===== src/rtl/freg_bus_if.sv =====
// Request/response handshake and file-register array bus for freg_bus_master.
// master: the bus master's view; slave: requester plus array side.
interface freg_bus_if #(
  parameter int unsigned DWIDTH      = 8,
  parameter int unsigned L2_NUM_FREG = 5
);
  logic                   req_valid;
  logic                   req_ready;
  logic [2:0]             req_op;
  logic [L2_NUM_FREG-1:0] req_addr;
  logic [DWIDTH-1:0]      req_wdata;
  logic [2:0]             req_bit;
  logic                   rsp_valid;
  logic                   rsp_ready;
  logic [DWIDTH-1:0]      rsp_data;
  logic                   rsp_zero;
  logic                   rsp_err;
  logic [L2_NUM_FREG-1:0] rf_addr;
  logic                   rf_rden;
  logic                   rf_wren;
  logic [DWIDTH-1:0]      rf_wdata;
  logic [DWIDTH-1:0]      rf_rdata;

  modport master (
    input  req_valid, req_op, req_addr, req_wdata, req_bit, rsp_ready, rf_rdata,
    output req_ready, rsp_valid, rsp_data, rsp_zero, rsp_err,
           rf_addr, rf_rden, rf_wren, rf_wdata
  );

  modport slave (
    output req_valid, req_op, req_addr, req_wdata, req_bit, rsp_ready, rf_rdata,
    input  req_ready, rsp_valid, rsp_data, rsp_zero, rsp_err,
           rf_addr, rf_rden, rf_wren, rf_wdata
  );
endinterface


===== src/rtl/freg_bus_master.sv =====
// File-register bus master: plain reads/writes and read-modify-write ops, one op in flight.
// Optional write read-back check enabled by defining FREG_MASTER_RDBACK_EN.
module freg_bus_master #(
  parameter int unsigned DWIDTH      = 8,
  parameter int unsigned L2_NUM_FREG = 5
) (
  input  logic         clk,
  input  logic         rst,
  freg_bus_if.master   io_bus
);

  localparam int unsigned HALF = DWIDTH / 2;

  typedef enum logic [2:0] {
    OP_RD   = 3'b000,
    OP_WR   = 3'b001,
    OP_BSET = 3'b010,
    OP_BCLR = 3'b011,
    OP_INC  = 3'b100,
    OP_DEC  = 3'b101,
    OP_SWAP = 3'b110,
    OP_CLR  = 3'b111
  } op_e;

  typedef enum logic [2:0] {
    S_IDLE,
    S_ISSUE,
    S_CAPTURE,
    S_WRITE,
    S_VERIFY,
    S_CHECK,
    S_RESP
  } state_e;

  state_e                 r_state,      w_state_nx;
  op_e                    r_op,         w_op_nx;
  logic [2:0]             r_bit,        w_bit_nx;
  logic [DWIDTH-1:0]      r_result,     w_result_nx;
  logic                   r_req_ready,  w_req_ready_nx;
  logic                   r_rsp_valid,  w_rsp_valid_nx;
  logic [DWIDTH-1:0]      r_rsp_data,   w_rsp_data_nx;
  logic                   r_rsp_zero,   w_rsp_zero_nx;
  logic                   r_rsp_err,    w_rsp_err_nx;
  logic [L2_NUM_FREG-1:0] r_rf_addr,    w_rf_addr_nx;
  logic                   r_rf_rden,    w_rf_rden_nx;
  logic                   r_rf_wren,    w_rf_wren_nx;
  logic [DWIDTH-1:0]      r_rf_wdata,   w_rf_wdata_nx;

  op_e                    w_req_op;
  logic                   w_req_wr_only;
  logic                   w_op_wr_only;
  logic [DWIDTH-1:0]      w_mask;
  logic [DWIDTH-1:0]      w_rmw;

  assign w_req_op      = op_e'(io_bus.req_op);
  assign w_req_wr_only = (w_req_op == OP_WR) || (w_req_op == OP_CLR);
  assign w_op_wr_only  = (r_op == OP_WR) || (r_op == OP_CLR);
  assign w_mask        = DWIDTH'(1) << r_bit;

  // Modify step applied to the value captured from the array
  always_comb begin
    w_rmw = io_bus.rf_rdata;
    case (r_op)
      OP_BSET: w_rmw = io_bus.rf_rdata | w_mask;
      OP_BCLR: w_rmw = io_bus.rf_rdata & ~w_mask;
      OP_INC:  w_rmw = io_bus.rf_rdata + DWIDTH'(1);
      OP_DEC:  w_rmw = io_bus.rf_rdata - DWIDTH'(1);
      OP_SWAP: w_rmw = {io_bus.rf_rdata[HALF-1:0], io_bus.rf_rdata[DWIDTH-1:HALF]};
      default: w_rmw = io_bus.rf_rdata;
    endcase
  end

  // Next state and next value of every registered output
  always_comb begin
    w_state_nx     = r_state;
    w_op_nx        = r_op;
    w_bit_nx       = r_bit;
    w_result_nx    = r_result;
    w_rsp_valid_nx = r_rsp_valid;
    w_rsp_data_nx  = r_rsp_data;
    w_rsp_zero_nx  = r_rsp_zero;
    w_rsp_err_nx   = r_rsp_err;
    w_rf_addr_nx   = r_rf_addr;
    w_rf_rden_nx   = 1'b0;
    w_rf_wren_nx   = 1'b0;
    w_rf_wdata_nx  = r_rf_wdata;

    case (r_state)
      S_IDLE: begin
        if (io_bus.req_valid && r_req_ready) begin
          w_op_nx      = w_req_op;
          w_bit_nx     = io_bus.req_bit;
          w_rf_addr_nx = io_bus.req_addr;
          w_result_nx  = (w_req_op == OP_CLR) ? '0 : io_bus.req_wdata;
          w_rsp_err_nx = 1'b0;
          w_state_nx   = S_ISSUE;
          if (w_req_wr_only) begin
            w_rf_wren_nx  = 1'b1;
            w_rf_wdata_nx = w_result_nx;
          end else begin
            w_rf_rden_nx  = 1'b1;
          end
        end
      end

      S_ISSUE: begin
        if (w_op_wr_only) begin
`ifdef FREG_MASTER_RDBACK_EN
          w_rf_rden_nx   = 1'b1;
          w_state_nx     = S_VERIFY;
`else
          w_rsp_valid_nx = 1'b1;
          w_rsp_data_nx  = r_result;
          w_rsp_zero_nx  = (r_result == '0);
          w_state_nx     = S_RESP;
`endif
        end else begin
          w_state_nx = S_CAPTURE;
        end
      end

      S_CAPTURE: begin
        if (r_op == OP_RD) begin
          w_rsp_valid_nx = 1'b1;
          w_rsp_data_nx  = io_bus.rf_rdata;
          w_rsp_zero_nx  = (io_bus.rf_rdata == '0);
          w_state_nx     = S_RESP;
        end else begin
          w_result_nx    = w_rmw;
          w_rf_wren_nx   = 1'b1;
          w_rf_wdata_nx  = w_rmw;
          w_state_nx     = S_WRITE;
        end
      end

      S_WRITE: begin
`ifdef FREG_MASTER_RDBACK_EN
        w_rf_rden_nx   = 1'b1;
        w_state_nx     = S_VERIFY;
`else
        w_rsp_valid_nx = 1'b1;
        w_rsp_data_nx  = r_result;
        w_rsp_zero_nx  = (r_result == '0);
        w_state_nx     = S_RESP;
`endif
      end

`ifdef FREG_MASTER_RDBACK_EN
      S_VERIFY: begin
        w_state_nx = S_CHECK;
      end

      S_CHECK: begin
        w_rsp_err_nx   = (io_bus.rf_rdata != r_result);
        w_rsp_valid_nx = 1'b1;
        w_rsp_data_nx  = r_result;
        w_rsp_zero_nx  = (r_result == '0);
        w_state_nx     = S_RESP;
      end
`endif

      S_RESP: begin
        if (io_bus.rsp_ready) begin
          w_rsp_valid_nx = 1'b0;
          w_state_nx     = S_IDLE;
        end
      end

      default: w_state_nx = S_IDLE;
    endcase

    w_req_ready_nx = (w_state_nx == S_IDLE);
  end

  // Synchronous reset drops any pending access before it reaches the array
  always_ff @(posedge clk) begin
    if (rst) begin
      r_state     <= S_IDLE;
      r_op        <= OP_RD;
      r_bit       <= '0;
      r_result    <= '0;
      r_req_ready <= 1'b1;
      r_rsp_valid <= 1'b0;
      r_rsp_data  <= '0;
      r_rsp_zero  <= 1'b0;
      r_rsp_err   <= 1'b0;
      r_rf_addr   <= '0;
      r_rf_rden   <= 1'b0;
      r_rf_wren   <= 1'b0;
      r_rf_wdata  <= '0;
    end else begin
      r_state     <= w_state_nx;
      r_op        <= w_op_nx;
      r_bit       <= w_bit_nx;
      r_result    <= w_result_nx;
      r_req_ready <= w_req_ready_nx;
      r_rsp_valid <= w_rsp_valid_nx;
      r_rsp_data  <= w_rsp_data_nx;
      r_rsp_zero  <= w_rsp_zero_nx;
      r_rsp_err   <= w_rsp_err_nx;
      r_rf_addr   <= w_rf_addr_nx;
      r_rf_rden   <= w_rf_rden_nx;
      r_rf_wren   <= w_rf_wren_nx;
      r_rf_wdata  <= w_rf_wdata_nx;
    end
  end

  assign io_bus.req_ready = r_req_ready;
  assign io_bus.rsp_valid = r_rsp_valid;
  assign io_bus.rsp_data  = r_rsp_data;
  assign io_bus.rsp_zero  = r_rsp_zero;
  assign io_bus.rsp_err   = r_rsp_err;
  assign io_bus.rf_addr   = r_rf_addr;
  assign io_bus.rf_rden   = r_rf_rden;
  assign io_bus.rf_wren   = r_rf_wren;
  assign io_bus.rf_wdata  = r_rf_wdata;

endmodule


===== src/flat_wrapper.sv =====
// flat-port wrapper written by rule: the top's interface ports become plain ports
module freg_bus_master_flat 
#(
  parameter int unsigned DWIDTH      = 8,
  parameter int unsigned L2_NUM_FREG = 5
)
  (clk, rst, io_bus_req_valid, io_bus_req_op, io_bus_req_addr, io_bus_req_wdata, io_bus_req_bit, io_bus_rsp_ready, io_bus_rf_rdata, io_bus_req_ready, io_bus_rsp_valid, io_bus_rsp_data, io_bus_rsp_zero, io_bus_rsp_err, io_bus_rf_addr, io_bus_rf_rden, io_bus_rf_wren, io_bus_rf_wdata);
  freg_bus_if #(.DWIDTH(DWIDTH), .L2_NUM_FREG(L2_NUM_FREG)) io_bus_i ();
  input  logic clk;
  input  logic rst;
  input wire logic [$bits(io_bus_i.req_valid)-1:0] io_bus_req_valid;
  input wire logic [$bits(io_bus_i.req_op)-1:0] io_bus_req_op;
  input wire logic [$bits(io_bus_i.req_addr)-1:0] io_bus_req_addr;
  input wire logic [$bits(io_bus_i.req_wdata)-1:0] io_bus_req_wdata;
  input wire logic [$bits(io_bus_i.req_bit)-1:0] io_bus_req_bit;
  input wire logic [$bits(io_bus_i.rsp_ready)-1:0] io_bus_rsp_ready;
  input wire logic [$bits(io_bus_i.rf_rdata)-1:0] io_bus_rf_rdata;
  output wire logic [$bits(io_bus_i.req_ready)-1:0] io_bus_req_ready;
  output wire logic [$bits(io_bus_i.rsp_valid)-1:0] io_bus_rsp_valid;
  output wire logic [$bits(io_bus_i.rsp_data)-1:0] io_bus_rsp_data;
  output wire logic [$bits(io_bus_i.rsp_zero)-1:0] io_bus_rsp_zero;
  output wire logic [$bits(io_bus_i.rsp_err)-1:0] io_bus_rsp_err;
  output wire logic [$bits(io_bus_i.rf_addr)-1:0] io_bus_rf_addr;
  output wire logic [$bits(io_bus_i.rf_rden)-1:0] io_bus_rf_rden;
  output wire logic [$bits(io_bus_i.rf_wren)-1:0] io_bus_rf_wren;
  output wire logic [$bits(io_bus_i.rf_wdata)-1:0] io_bus_rf_wdata;
  assign io_bus_i.req_valid = io_bus_req_valid;
  assign io_bus_i.req_op = io_bus_req_op;
  assign io_bus_i.req_addr = io_bus_req_addr;
  assign io_bus_i.req_wdata = io_bus_req_wdata;
  assign io_bus_i.req_bit = io_bus_req_bit;
  assign io_bus_i.rsp_ready = io_bus_rsp_ready;
  assign io_bus_i.rf_rdata = io_bus_rf_rdata;
  assign io_bus_req_ready = io_bus_i.req_ready;
  assign io_bus_rsp_valid = io_bus_i.rsp_valid;
  assign io_bus_rsp_data = io_bus_i.rsp_data;
  assign io_bus_rsp_zero = io_bus_i.rsp_zero;
  assign io_bus_rsp_err = io_bus_i.rsp_err;
  assign io_bus_rf_addr = io_bus_i.rf_addr;
  assign io_bus_rf_rden = io_bus_i.rf_rden;
  assign io_bus_rf_wren = io_bus_i.rf_wren;
  assign io_bus_rf_wdata = io_bus_i.rf_wdata;
  freg_bus_master #(.DWIDTH(DWIDTH), .L2_NUM_FREG(L2_NUM_FREG)) u_core (.clk(clk), .rst(rst), .io_bus(io_bus_i));
endmodule

===== config.mk =====
export PLATFORM = sky130hd
export DESIGN_NAME = freg_bus_master_flat
export DESIGN_NICKNAME = d
export VERILOG_FILES = /design/src/rtl/freg_bus_if.sv /design/src/rtl/freg_bus_master.sv /design/src/flat_wrapper.sv
export SDC_FILE = /design/constraint.sdc
export NUM_CORES = 1
export LEC_CHECK = 0
export CAP_MARGIN = 30
export CORE_MARGIN = 1.5
export CORE_UTILIZATION = 53
export DETAILED_ROUTE_END_ITERATION = 8
export DONT_BUFFER_PORTS = 1
export GPL_ROUTABILITY_DRIVEN = 0
export GPL_TIMING_DRIVEN = 0
export HOLD_SLACK_MARGIN = 0.02
export PLACE_DENSITY = 0.68
export SYNTH_ARGS = -nofsm -noshare
export SYNTH_HDL_FRONTEND = slang
export SYNTH_SLANG_ARGS = --single-unit

===== constraint.sdc =====
create_clock -name clk -period 4.6 [get_ports clk]
set_input_delay 0.69 -clock clk [delete_from_list [all_inputs] [get_ports clk]]
set_output_delay 0.69 -clock clk [all_outputs]
set_load 0.005 [all_outputs]

After elaboration in Yosys (flattened, before gate mapping)
Index checks and enable logic that the tools add are counted.

Shift-type cells: 1. Divide/modulo/power cells: 0. Equal/unequal tests: 19. Add/subtract/negate cells: 2. Mux-type cells: 28. $lt $le $gt $ge: 0. Multiply operators: 0. Bitwise operators: 5. Reduce and logical (&&, ||, !) cells: 17.

Operators by type and width (count): 2-to-1 mux 8 bit (7); case mux 8 bit (5 select lines) (1); case mux 8 bit (2 select lines) (2); case mux 8 bit (3 select lines) (1); equality test 3 bit (second input constant) (6); logical NOT 8 bit (2); case mux 3 bit (5 select lines) (1); equality test 3 x 2 -> 1 bit (second input constant) (4); 2-to-1 mux 3 bit (4); equality test 3 x 1 -> 1 bit (second input constant) (3); logical NOT 3 bit (3); 2-to-1 mux 1 bit (9); adder 8 x 1 -> 8 bit (second input constant) (1); bitwise AND 8 bit (1); inequality test 2 x 1 -> 1 bit (second input constant) (4); inverter 8 bit (1); bitwise OR 8 bit (1); AND reduction 4 bit (2); left shift 1 x 3 -> 8 bit (first input constant) (1); subtractor 8 x 1 -> 8 bit (second input constant) (1); AND reduction 3 bit (2); inequality test 2 bit (second input constant) (2); case mux 1 bit (4 select lines) (1); nonzero test 4 bit (1); 9 further kinds (11).

Memory bits (writable): 0. ROM bits: 0. Output and inout port bits: 27. Bits in latches: 0. Input port bits: 31. Bits in registers: 43. Logic and storage cells: 84. Memories: 0.

Depth between registers and ports, before layout
Depth in word-level cells: 6. Gate-level depth with buffers: 9. Depth with buffers taken out: 8.

Worst setup path after synthesis
OpenSTA, ideal clock, no wires.

Path type: input -> register. From: input io_bus_rf_rdata[1]. To: register u_core.r_result[6]. Stages on the path: 8. Arrival: 2.363 ns. Data required time: 4.462 ns. Library setup time: 0.138 ns. Path slack: 2.100 ns. Buffers on the path: 1. Cell sequence: clkbuf_1 > xnor2_1 > ha_1 > o21bai_1 > mux2_2 > o31a_1 > a211oi_1 > a211oi_1.

Cells in the longest elaborated chain, start to end: 4. Elaborated cells on any way between the ends: 5. Classes of those cells: add/sub: 2; mux: 3.

RTL lines: from (decl) (RTL line flat_wrapper.sv:17) `input wire logic [$bits(io_bus_i.rf_rdata)-1:0] io_bus_rf_rdata;`; subtractor 8 x 1 -> 8 bit / adder 8 x 1 -> 8 bit (equally long branches) (RTL line freg_bus_master.sv:67, freg_bus_master.sv:66); case mux 8 bit (5 select lines) (*) (RTL line freg_bus_master.sv:63) `case (r_op)`; 2-to-1 mux 8 bit (*) (RTL line freg_bus_master.sv:123) `if (r_op == OP_RD) begin`; case mux 8 bit (2 select lines) (*) (RTL line freg_bus_master.sv:88) `case (r_state)`; to (signal assigned) (RTL line freg_bus_master.sv:195) `r_result <= w_result_nx;`; to (decl) (RTL line freg_bus_master.sv:38) `logic [DWIDTH-1:0] r_result, w_result_nx;`.

Every way passes the cells marked *; elsewhere a longest branch is shown, timed or not. The select of a mux whose other input is x is not followed. A chain may end at the register's enable or synchronous reset.

Final worst setup path
From: register u_core.r_op[1]. To: register u_core.r_rf_wdata[6], in the netlist u_core.io_bus.rf_wdata[6].

Cells in the longest elaborated chain, start to end: 4. Elaborated cells on any way between the ends: 11. Classes of those cells: eq/ne: 6; mux: 3; reduce/logical: 2.

RTL lines: from (decl) (RTL line freg_bus_master.sv:36) `op_e r_op, w_op_nx;`; from (signal assigned) (RTL line freg_bus_master.sv:193) `r_op <= w_op_nx;`; equality test 3 bit / equality test 3 x 2 -> 1 bit (equally long branches) (RTL line freg_bus_master.sv:63); case mux 8 bit (5 select lines) (RTL line freg_bus_master.sv:63); 2-to-1 mux 8 bit (RTL line freg_bus_master.sv:123); case mux 8 bit (2 select lines) (RTL line freg_bus_master.sv:88); to (signal assigned) (RTL line freg_bus_master.sv:204) `r_rf_wdata <= w_rf_wdata_nx;`; to (decl) (RTL line freg_bus_master.sv:47) `logic [DWIDTH-1:0] r_rf_wdata, w_rf_wdata_nx;`.

Parallel ways exist; a longest one is shown, timed or not. The select of a mux whose other input is x is not followed.

==> out/metrics.yaml <==
sta:
  worst_slack_ns: 1.784
  worstMarginPinSlew_ns: 0.6167
  finalHoldViolCount: 0
  finalSetupViolations: 0
  min_period_ns: 2.816
  slew_violations: 0
  slew-limit-headroom: 0.5880
  rsz0062_at_grt: "no"
  tns_ns: 0
  fin_skew_ns: 0.007234
  finalCritPeriodShare: 0.6121
  max_freq_mhz: 355.1
critical_path:
  arrival_ns: 2.97
  path_class: "register to register"
  cp_common_cell: "a211oi_1"
  cp-end-kind: "register"
  slowest_stage: "a211oi_1"
  cp_max_fo: 10
  worstPathCellList: "clkbuf_1 -> nand3b_2 -> xnor2_1 -> ha_1 -> o21bai_1 -> mux2_2 -> o31a_1 -> a211oi_1 -> a211oi_1"
  worst_path_largest_cell_delay_ns: 0.45
  cp-start-kind: "register"
  cp.required_ns: 4.76
synth:
  synthDistinctLibCells: 63
  ys_warn_count: 0
  yosysMostFrequentCell: "nand2_1"
  yosysTopAreaCell: "dfxtp_1"
  mappedNetlistArea_um2: 2688
  syn_nets: 386
  yosysTopAreaCellShare: 0.3203
  yosys-top-cells-area: "dfxtp_1 (32%), nand2_1 (6.6%), a21oi_1 (5.8%), a311oi_1 (4.6%), nor2_1 (4.1%)"
  synth_common_cells: "nand2_1 (47), dfxtp_1 (43), a21oi_1 (31)"
  synth_seq_cells: 43
  avgSynthCellArea_um2: 7.592
  synth_ff_type: "dfxtp_1"
  synth_edf_count: 0
  ys_seq_area_frac: 0.3203
  async_flop_share: 0
  syn_inst: 354
place:
  place_ws_ns: 1.688
  dp_hpwl_mm: 5.535
  io_buffers: 0
global_routing:
  grtUsageTotal: 0.2755
  antenna_found_initial: 0
  grt_max_degree: 14
  grt-ovfl-total: 0
  grt_pass1_vias: 2442
  grt_pass1_wl_mm: 11.66
die:
  row_count: 25
  die-area_um2: 5507
  initial_core_util: 0.5579
  die_w_um: 74.21
  fp.dieH_um: 74.21
  coreArea_um2: 4817
  ioPinCount: 58
power_and_ir_drop:
  p_switching_uw: 425.6
  pwr-share-seq: 0.416
  peakVddDrop_mv: 0.3023
  swShare: 0.3578
  power_leakage_nw: 0.9321
  power_density_nw_per_um2: 411.8
  combinationalPowerShare: 0.328
  clock_power_share: 0.255
  internal_power_uw: 764.0
clocking:
  cts_buffers: 5
  cts_hold_buffers: 0
  htree_levels: 2
  tritoncts: "yes"
  cts_buffer_depth: 2
  cts.clk_slew.worst_paths_ns: 0.08
  clock_latency_ns: 0.30
  cts_num_sinks: 43
  post-cts-setup-buffers: 0
  ctsResizeCount: 0
  ctsRootBufferMaster: "clkbuf_8"
final_layout:
  diodes: 0
  drive_gt1_frac: 0.08011
  areaGrowthSynthToFinish_pct: 7.495
  final_util: 0.5997
  fin_nets: 393
detailed_routing:
  drc_errors: 0
  wirelength_mm: 7.313
  wl_per_cell_um: 17.05
  vias: 2669
  ant_nets: 0
  drt_iter0_markers: 159
  first_pass_iters: 4
  routed_via_density: 6.221
status:
  outcome: "finished, final reports clean"
job:
  maxCapViolCount: 0
worst_hold_path:
  min_path_type: "register to register"
-- power groups by stage --
stage / clock network [mW] / registers, mW / logic, mW
floorplan: 0 / 0.489 / 0.305
global placement: 0 / 0.502 / 0.381
detailed placement: 0 / 0.504 / 0.384
CTS: 0.307 / 0.496 / 0.387
global route: 0.323 / 0.507 / 0.437
finish: 0.304 / 0.495 / 0.391
-- layer usage --
layer,track usage,wire length (um)
met5,0,0
met4,0.09899,200
met3,0.05827,448
met2,0.4444,3251
met1,0.3646,3412
-- path summary, 6_finish.rpt --
path / startpoint / to / slack [ns] / cells past startpoint
max: u_core.r_op[1] / u_core.io_bus.rf_wdata[6] / 1.78 / 9
min: u_core.io_bus.rf_addr[0] / u_core.io_bus.rf_addr[0] / 0.48 / 2
max reg2reg: u_core.r_op[1] / u_core.io_bus.rf_wdata[6] / 1.78 / 9
min reg2reg: u_core.io_bus.rf_addr[0] / u_core.io_bus.rf_addr[0] / 0.48 / 2
-- placed cells by master (no fill, tap or decap), types with 5 or more instances in the layout --
cell	synthesis	final
o21ai_0	12	12
buf_2	7	7
nand2b_1	5	5
clkbuf_8	0	6
nor3_1	15	15
nand2_1	47	47
inv_1	9	9
clkbuf_1	26	26
a21oi_1	31	31
dfxtp_1	43	43
mux2i_1	7	7
and2_1	7	7
nor2_1	29	29
a311oi_1	14	14
nand3_1	11	11
a211oi_1	12	12
-- worst max-delay path, delay by kind of cell (launching register included) --
| family | cells | cell delay, ns |
|---|---|---|
| buffers and inverters | 1 | 0.20 |
| flip-flops | 1 | 0.31 |
| AND/OR/NAND/NOR | 1 | 0.38 |
| multiplexers | 1 | 0.33 |
| XOR/XNOR | 1 | 0.21 |
| adder cells (fa/ha/maj) | 1 | 0.27 |
| AO/OA/AOI/OAI | 4 | 0.97 |
-- logic make-up (layout without fill, tap and decap cells) --
group,after synthesis,after routing,share of synthesized area
simple gates,147,147,0.2789
buf+inv,45,53,0.07029
compound gates,103,103,0.2738
xor+xnor,5,5,0.01630
flops,43,43,0.3203
fa+ha+maj,1,1,0.004655
mux,9,9,0.03445
other cells,1,1,0.001395
-- area by class of cell --
class | instances | area [um^2]
plain buffers | 36 | 155.1
fillers | 491 | 1928
clock buffers | 6 | 82.58
inverters | 9 | 33.78
well taps | 67 | 83.83
clock inverters | 2 | 35.03
flip-flops and latches | 43 | 860.8
multi-input cells | 266 | 1638
-- sequential cells by signal, summed over array words and instances (netlist names) --
name and count:
u_core.io_bus.rsp_data 8, u_core.r_result 8, u_core.r_state 3, u_core.r_bit 3, u_core.io_bus.rf_addr 5, u_core.io_bus.rsp_valid 1, u_core.io_bus.rsp_zero 1, u_core.io_bus.rf_rden 1
u_core.io_bus.req_ready 1, u_core.r_op 3, u_core.io_bus.rf_wdata 8, u_core.io_bus.rf_wren 1
-- metrics by stage --
stage | cells | total power [mW] | hold WS [ns] | instance area (um^2)
6_report | 429 | 1.190 | 0.4759 | 2889
5_1_grt | 429 | 1.266 | 0.4833 | 2889
4_1_cts | 429 | 1.190 | 0.4786 | 2889
3_5_place_dp | 421 | 0.8883 | 0.4675 | 2771
3_3_place_gp | 421 | 0.8832 | 0.4631 | 2771
2_1_floorplan | 354 | 0.7948 | 0.4527 | 2688
Note: power is estimated with default switching activity, not from simulation.
